--- src/rtl/status_flags_unit.sv ---
// status_flags_unit: parametrised CPU status register with condition
// evaluation, masked flag update and a LIFO flag save/restore stack.
// Outputs flags_q, sp and the error bits are registered; _do_exec,
// carry_in, stk_empty and stk_full are combinational from that state.
// There is no handshake: every request is a level sampled at posedge clk
// and only acts while exec_phase is high (error clear excepted).
module status_flags_unit #(
  parameter int                      FLAG_WIDTH  = 8,
  parameter int                      STACK_DEPTH = 4,
  parameter logic [FLAG_WIDTH-1:0]   UPDATE_MASK = {FLAG_WIDTH{1'b1}},
  parameter logic [FLAG_WIDTH-1:0]   RESET_VAL   = {FLAG_WIDTH{1'b0}},
  parameter int                      CARRY_BIT   = FLAG_WIDTH - 1
) (
  input  logic                                 clk,
  input  logic                                 _mr,
  input  logic                                 exec_phase,
  input  logic [FLAG_WIDTH-1:0]                alu_flags,
  input  logic                                 _set_flags,
  input  logic [$clog2(FLAG_WIDTH+1)-1:0]      cond_idx,
  input  logic                                 cond_inv,
  input  logic                                 _push,
  input  logic                                 _pop,
  input  logic                                 _clr_err,
  output logic [FLAG_WIDTH-1:0]                flags_q,
  output logic                                 carry_in,
  output logic                                 _do_exec,
  output logic [$clog2(STACK_DEPTH):0]         sp,
  output logic                                 stk_empty,
  output logic                                 stk_full,
  output logic                                 err_ovf,
  output logic                                 err_unf
);

  localparam int CW  = $clog2(FLAG_WIDTH + 1);
  localparam int AW  = $clog2(STACK_DEPTH);
  localparam int SPW = AW + 1;

  logic [FLAG_WIDTH-1:0] stack_q [STACK_DEPTH];
  logic [FLAG_WIDTH-1:0] flags_d;
  logic [SPW-1:0]        sp_q;
  logic [SPW-1:0]        sp_dec;
  logic [AW-1:0]         wr_idx;
  logic [AW-1:0]         rd_idx;
  logic                  cond_sel;
  logic                  exec_hi;
  logic                  push_req;
  logic                  pop_req;
  logic                  upd_req;
  logic                  push_ok;
  logic                  pop_ok;
  logic                  ovf_set;
  logic                  unf_set;

  assign sp        = sp_q;
  assign stk_empty = (sp_q == '0);
  assign stk_full  = (sp_q == SPW'(STACK_DEPTH));
  assign carry_in  = flags_q[CARRY_BIT];
  assign _do_exec  = ~exec_hi;

  // Select the flag named by cond_idx (1-based); out-of-range selects nothing.
  always_comb begin
    cond_sel = 1'b0;
    for (int k = 0; k < FLAG_WIDTH; k++) begin
      if (cond_idx == CW'(k + 1)) cond_sel = flags_q[k];
    end
  end

  // Condition result: 0 always executes, beyond FLAG_WIDTH never executes.
  always_comb begin
    if (cond_idx == '0)                      exec_hi = 1'b1;
    else if (cond_idx <= CW'(FLAG_WIDTH))    exec_hi = cond_sel ^ cond_inv;
    else                                     exec_hi = 1'b0;
  end

  // Request decode; push/pop are gated by exec_phase only, not by the condition.
  assign push_req = exec_phase & ~_push;
  assign pop_req  = exec_phase & ~_pop;
  assign upd_req  = exec_phase & ~_set_flags & exec_hi;
  assign push_ok  = push_req & ~pop_req & ~stk_full;
  assign pop_ok   = pop_req & ~push_req & ~stk_empty;
  assign ovf_set  = push_req & (stk_full | pop_req);
  assign unf_set  = pop_req & (stk_empty | push_req);
  assign sp_dec   = sp_q - SPW'(1);
  assign wr_idx   = sp_q[AW-1:0];
  assign rd_idx   = sp_dec[AW-1:0];

  // Next flags: masked ALU update, overridden by a successful pop.
  always_comb begin
    flags_d = flags_q;
    if (upd_req) flags_d = (alu_flags & UPDATE_MASK) | (flags_q & ~UPDATE_MASK);
    if (pop_ok)  flags_d = stack_q[rd_idx];
  end

  // Status register.
  always_ff @(posedge clk or negedge _mr) begin
    if (!_mr) flags_q <= RESET_VAL;
    else      flags_q <= flags_d;
  end

  // Stack storage; a push saves the pre-update flags value.
  always_ff @(posedge clk or negedge _mr) begin
    if (!_mr) begin
      for (int i = 0; i < STACK_DEPTH; i++) stack_q[i] <= '0;
    end else if (push_ok) begin
      stack_q[wr_idx] <= flags_q;
    end
  end

  // Stack pointer, saturating at 0 and STACK_DEPTH.
  always_ff @(posedge clk or negedge _mr) begin
    if (!_mr)         sp_q <= '0;
    else if (push_ok) sp_q <= sp_q + SPW'(1);
    else if (pop_ok)  sp_q <= sp_dec;
  end

  // Sticky overflow error; a same-cycle set beats the clear.
  always_ff @(posedge clk or negedge _mr) begin
    if (!_mr)           err_ovf <= 1'b0;
    else if (ovf_set)   err_ovf <= 1'b1;
    else if (!_clr_err) err_ovf <= 1'b0;
  end

  // Sticky underflow error; a same-cycle set beats the clear.
  always_ff @(posedge clk or negedge _mr) begin
    if (!_mr)           err_unf <= 1'b0;
    else if (unf_set)   err_unf <= 1'b1;
    else if (!_clr_err) err_unf <= 1'b0;
  end

endmodule

--- config.mk ---
export PLATFORM = sky130hd
export DESIGN_NAME = status_flags_unit
export DESIGN_NICKNAME = d
export VERILOG_FILES = /design/src/rtl/status_flags_unit.sv
export SDC_FILE = /design/constraint.sdc
export NUM_CORES = 1
export LEC_CHECK = 0
export ABC_AREA = 1
export BUFFER_PORTS_ARGS = -buffer_cell sky130_fd_sc_hd__buf_4
export CAP_MARGIN = 10
export CORE_MARGIN = 3
export CORE_UTILIZATION = 40
export DETAILED_ROUTE_END_ITERATION = 16
export PLACE_DENSITY = 0.57
export SETUP_SLACK_MARGIN = 0.3
export SLEW_MARGIN = 20
export SYNTH_ARGS = -nofsm -noshare
export SYNTH_HDL_FRONTEND = slang
export SYNTH_SLANG_ARGS = --single-unit
export TNS_END_PERCENT = 1
--- constraint.sdc ---
create_clock -name clk -period 5 [get_ports clk]
set_input_delay 0.75 -clock clk [delete_from_list [all_inputs] [get_ports clk]]
set_output_delay 0.75 -clock clk [all_outputs]
set_load 0.01 [all_outputs]
### After elaboration in Yosys (flattened, before gate mapping)

Index checks and enable logic that the tools add are counted.

* add/sub/neg operators: 2
* magnitude comparators: 4
* equality and inequality tests: 11
* muxes and demuxes: 23
* bitwise operators: 23
* reductions and logical operators: 5

Operator list (count)
* $mux 8: 5
* $bwmux 32: 1
* $bmux 8 s2: 1
* $demux 8 s2: 1
* $eq 4x3->1 const B: 4
* $mux 1: 13
* $and 1x1->1: 10
* $eq 4x2->1 const B: 2
* $not 1->1: 8
* $ge 3x3->1 const B: 2
* $mux 3: 2
* $not 2->3: 2
* $eq 4x1->1 const B: 1
* $eq 4x4->1 const B: 1
* $le 4x4->1 const B: 1
* $logic_not 4->1: 1
* $ne 2x1->1 const B: 2
* $reduce_bool 2->1: 2
* $add 3x1->3 const B: 1
* $eq 3x3->1 const B: 1
* $logic_not 3->1: 1
* $lt 3x1->1 const B: 1
* $sub 3x1->3 const B: 1
* $or 1x1->1: 2
* other kinds (2): 2

* register bits: 45
* bits of input ports: 20

### Depth between registers and ports, before layout

* depth after elaboration: 15
* mapped depth: 14
* gate-level depth less buffers: 14

### Worst setup path after synthesis

No wires, ideal clock.

* path type: reg2reg
* start: register sp_q[0] (netlist: sp[0])
* end: register stack_q[31] (netlist name)
* library setup time: 0.127 ns
* arrival time: 2.386 ns
* path slack: 2.487 ns
* cell stages (with the launch flop): 11
* path buffers: 3
* cells stage by stage: dfrtp_1 > buf_2 > clkinv_1 > buf_2 > ha_1 > ha_1 > nor4_4 > nand2_1 > buf_2 > nand2_1 > o21ai_0

* elaborated cells on any way between the ends: 10

RTL lines
* start, declared: RTL line 40 `logic [SPW-1:0] sp_q;`
* start signal, assigned: RTL line 112 `else if (push_ok) sp_q <= sp_q + SPW'(1);`
* start signal, assigned: RTL line 113 `else if (pop_ok) sp_q <= sp_dec;`
* $eq 3x3->1: RTL line 56 `assign stk_full = (sp_q == SPW'(STACK_DEPTH));`
* via stk_full: RTL line 29 `output logic stk_full,`
* $not 1->1: RTL line 79 `assign push_ok = push_req & ~pop_req & ~stk_full;`
* $and 1x1->1: RTL line 79
* end signal, assigned by index: RTL line 105 `stack_q[wr_idx] <= flags_q;`
* end, declared: RTL line 38 `logic [FLAG_WIDTH-1:0] stack_q [STACK_DEPTH];`

The timed path passes the listed nets, and every way through them passes these cells.
A chain may end at the register's enable or synchronous reset.

### Final worst setup path

* start: register sp_q[0] (netlist: sp[0])
* end: register stack_q[21] (netlist name)

* longest elaborated chain between the ends: 6
* elaborated cells on any way between the ends: 10

RTL lines (RTL line)
* $not 2->3 (implied by the code): 105
* $ge 3x3->1 (implied by the code) or $lt 3x1->1 (tied branches): 105
* $logic_and 1x1->1 (implied by the code): 105
* $mux 8 (implied by the code): 105
* $demux 8 s2: 105
* $bwmux 32: 105

Several ways; a longest one is shown, not always the timed one.

==> results.txt <==
- The flow ran to the end, and the final reports show no timing, DRC or antenna violations.
* Final worst path period need: between 2000 and 3000 ps
* Area share of and/or/nand/nor cells after synthesis: about a quarter
* Worst IR drop on VDD: 242.3 uV
- Synthesized area per cell: around 8.1 sq um
- At the later pin of the worst-skew pair, clock insertion delay measures roughly 300 ps.
* Num rows: 26
* HP Class: in2async
* Register-to-register path setup slack: about 2100 ps
- # hold bufs at CTS: 0
- First-pass detailed-route iteration total: 4
- After detailed routing, the average wire length per cell comes to around 14 um.
* Core Region: 5303 sq um
- Max-cap check violation count: 0
- The setup path with the least slack is of type reg2reg.
* Final Max Slew Viols: 0
- Pin count of the biggest net entering global routing: between 40 and 50
- The Yosys step of the flow raised 0 warnings.
- The area growth from synthesis to layout is 18.27%.
- The worst pin sits at a relative slew slack of 58.83%.
- In this run the static leakage power is between 1 and 1.5 nW.
* Post-CTS setup buffer count: 0
- Summing every instance area after synthesis gives 2281 sq um.
- First-pass GRT wire length: about 9000 um
- CP Data Arrival Time: around 3100 ps
- sky130_fd_sc_hd__nand2_1 is the most common cell in the netlist.
* Synthesized instance count: around 280
- The completed layout was analyzed and its total power is around 0.0016 W.
* Vias per std cell: 4.974
* Root buffer cell: sky130_fd_sc_hd__clkbuf_8
- The number of nets handed over by synthesis was approximately 310.
- Count of endpoints failing hold in the final timing report: 0
- Clk sinks: between 40 and 50
* Number of DRC markers after the initial detailed-route iteration: 134
* Horizontal die dimension: slightly above 80 um
* Number of clock buffers inserted by TritonCTS: 5
* Final Wtd Congestion: between 0.8 and 0.9
* Peak fanout along the critical path: 20
* Clock transition at the registers of the reported paths: approximately 80 ps
* Count of vias placed by the detailed router: between 1,500 and 2,000
* Post-cts gate resize count: 0
- Cell taking the most area after synthesis: sky130_fd_sc_hd__dfrtp_1
* Synth Area in XOR/XNOR: less than 1%
- Setup total negative slack on the finished layout was measured at 0 ps.
* Post-Place Worst Slack: around 2100 ps
- For this run, design rule violations remaining after detail routing come to 0.
- Deepest clock path buffer count: 2
* Count of filler cells inserted in the layout: 530
- TritonCTS built the clock tree.
- Top-level I/O count: 37
- Initial core utilization: 43.02%
* Synth top cells by count: 100 x sky130_fd_sc_hd__nand2_1, 48 x sky130_fd_sc_hd__o21ai_0, 45 x sky130_fd_sc_hd__dfrtp_1
- Clock skew on the completed layout was measured at 4.423 ps.
* Final cycle utilization of the critical path: between 50 and 60%
- Number of antenna-violating nets in the routed design: 0
* Number of inserted diodes: 0
- Summing the areas of all compound-gate instances in the mapped netlist gives 14.92% of the synthesized area.
- Setup slack on the critical path of the routed design comes to roughly 2100 ps.
* Total detailed-routing wirelength: about 5400 um
- Number of synthesized flops with an enable pin: 0
- Setup-failing EPs final: 0
* Die H: roughly 82 um
- Post-synth cell types: 25
* Portion of synthesized cell area occupied by the leading cell type: 49.37%
- The via count of the first global-routing pass came to between 1,500 and 2,000.
- The post-route netlist has 17.09% of its cells at a drive strength greater than 1.
- Half-perimeter wire length after detailed placement: between 3000 and 4000 um
- Synth area leaders: sky130_fd_sc_hd__dfrtp_1 49%, sky130_fd_sc_hd__nand2_1 16%, sky130_fd_sc_hd__o21ai_0 11%
* P per Cell Area: 588.4 nW/um^2
- The count of buffers added on input and output ports is 36.
* Sort of element at the end of the critical path: register
- Cells fill between 50 and 60% of the core in the end.
* RSZ-0062 raised after global routing: no
- Most frequently used flop master after synthesis: sky130_fd_sc_hd__dfrtp_1
* Combinational family with the most area after synthesis: simple AND/OR/NAND/NOR gates
* Top achievable clock speed: roughly 340 MHz
- Count of state elements after synthesis: 45
- Antenna violations before repair: 0
- CP Data Required Time: about 5200 ps
- Sequential cell area: 1126 sq um
* Remaining global-route overflow: 0
* Mux contribution to synthesized area: 0%
- In the synthesized netlist the async set-or-reset flop fraction comes to 100.0%.
- The synthesized netlist devotes about 3.3% of its cell area to adder and majority cells.
* Worst-Margin Slew: 617.6 ps
* Total area of multi-input combinational cells: about 1000 sq um
* Number of nets in the final layout: 341
* Number of levels the H-tree was split into: 2
* Sequential cell area fraction in the yosys report: just under 50%
- The worst setup path is launched from a register.
* Die outline area: around 6600 sq um
* Total routing resource utilization after global routing: about 18%
layer usage:
metal / wire length [um] / track usage (%) / up-vias
met2: 2584 / 29.07 / 38
li1: - / - / 984
met3: 242 / 3.838 / 9
met4: 75 / 5.236 / 0
met5: 0 / 0 / -
met1: 2469 / 23.56 / 889
final timing paths:
kind,startpoint,cells past startpoint,to
worst min-delay path,_mr,1,stack_q[1]$_DFFE_PN0P_
max in group asynchronous,_mr,1,stack_q[8]$_DFFE_PN0P_
min in group clk,stack_q[8]$_DFFE_PN0P_,2,stack_q[8]$_DFFE_PN0P_
worst max-delay path,sp[0]$_DFFE_PN0P_,7,stack_q[21]$_DFFE_PN0P_
worst max register to register,sp[0]$_DFFE_PN0P_,7,stack_q[21]$_DFFE_PN0P_
worst min register to register,stack_q[8]$_DFFE_PN0P_,2,stack_q[8]$_DFFE_PN0P_
cell families after synthesis:
| logic type | Yosys count |
|---|---|
| and+or+nand+nor | 135 |
| AOI/OAI and AO/OA | 62 |
| DFF | 45 |
| buffers and inverters | 33 |
| adders and majority gates | 6 |
| xor gates and xnor gates | 1 |
cells in the final DEF, fill, tap and decap left out, drive strengths merged:
cell and instances:
buf 37, nor2 15, nand3 16, o221ai 1, o21ai 48, inv 21, xor2 1, bufinv 1
ha 6, clkinv 1, nor4 2, nand2 102, clkinvlp 1, dfrtp 45, o22ai 6, a32o 3
clkbuf 6, a21oi 3, a32oi 1
state kept, by name (all words and copies together), names as in the netlist:
| name | count |
|---|---|
| flags_q | 8 |
| err_unf | 1 |
| stack_q | 32 |
| sp | 3 |
| err_ovf | 1 |
metrics by stage:
step,instance area (sq um),instances,hold WS (ps)
detailed placement,2577,378,466.4
global route,2698,386,479.6
global placement,2577,378,463.4
finish,2698,386,440.0
floorplan,2281,282,447.8
CTS,2698,386,462.4
report_power, final:
group          switching, W  internal [W]  total [W]  leakage, nW
combinational      0.000379      0.000278   0.000657        0.724
clock              0.000126      0.000163   0.000288       0.0574
sequential         0.000124      0.000517   0.000641        0.578
total              0.000629      0.000958    0.00159         1.36
final cells by class:
| class | instances | area share (%) |
|---|---|---|
| sequential | 45 | 41.74 |
| multi-input combinational | 204 | 37.20 |
| timing repair buffer | 37 | 10.30 |
| tap | 70 | 3.247 |
| clock buffer | 6 | 3.061 |
| inverter | 22 | 3.061 |
| clock inverter | 2 | 1.391 |
worst max-delay path, cell delays in order (launching register included):
cell and delay, ps:
sky130_fd_sc_hd__dfrtp_1 740, sky130_fd_sc_hd__clkinv_1 140, sky130_fd_sc_hd__buf_4 230, sky130_fd_sc_hd__ha_1 250, sky130_fd_sc_hd__ha_1 240, sky130_fd_sc_hd__nor4_4 470
sky130_fd_sc_hd__nand2_1 430, sky130_fd_sc_hd__o21ai_0 300
Power figures use the tool's default switching activity.
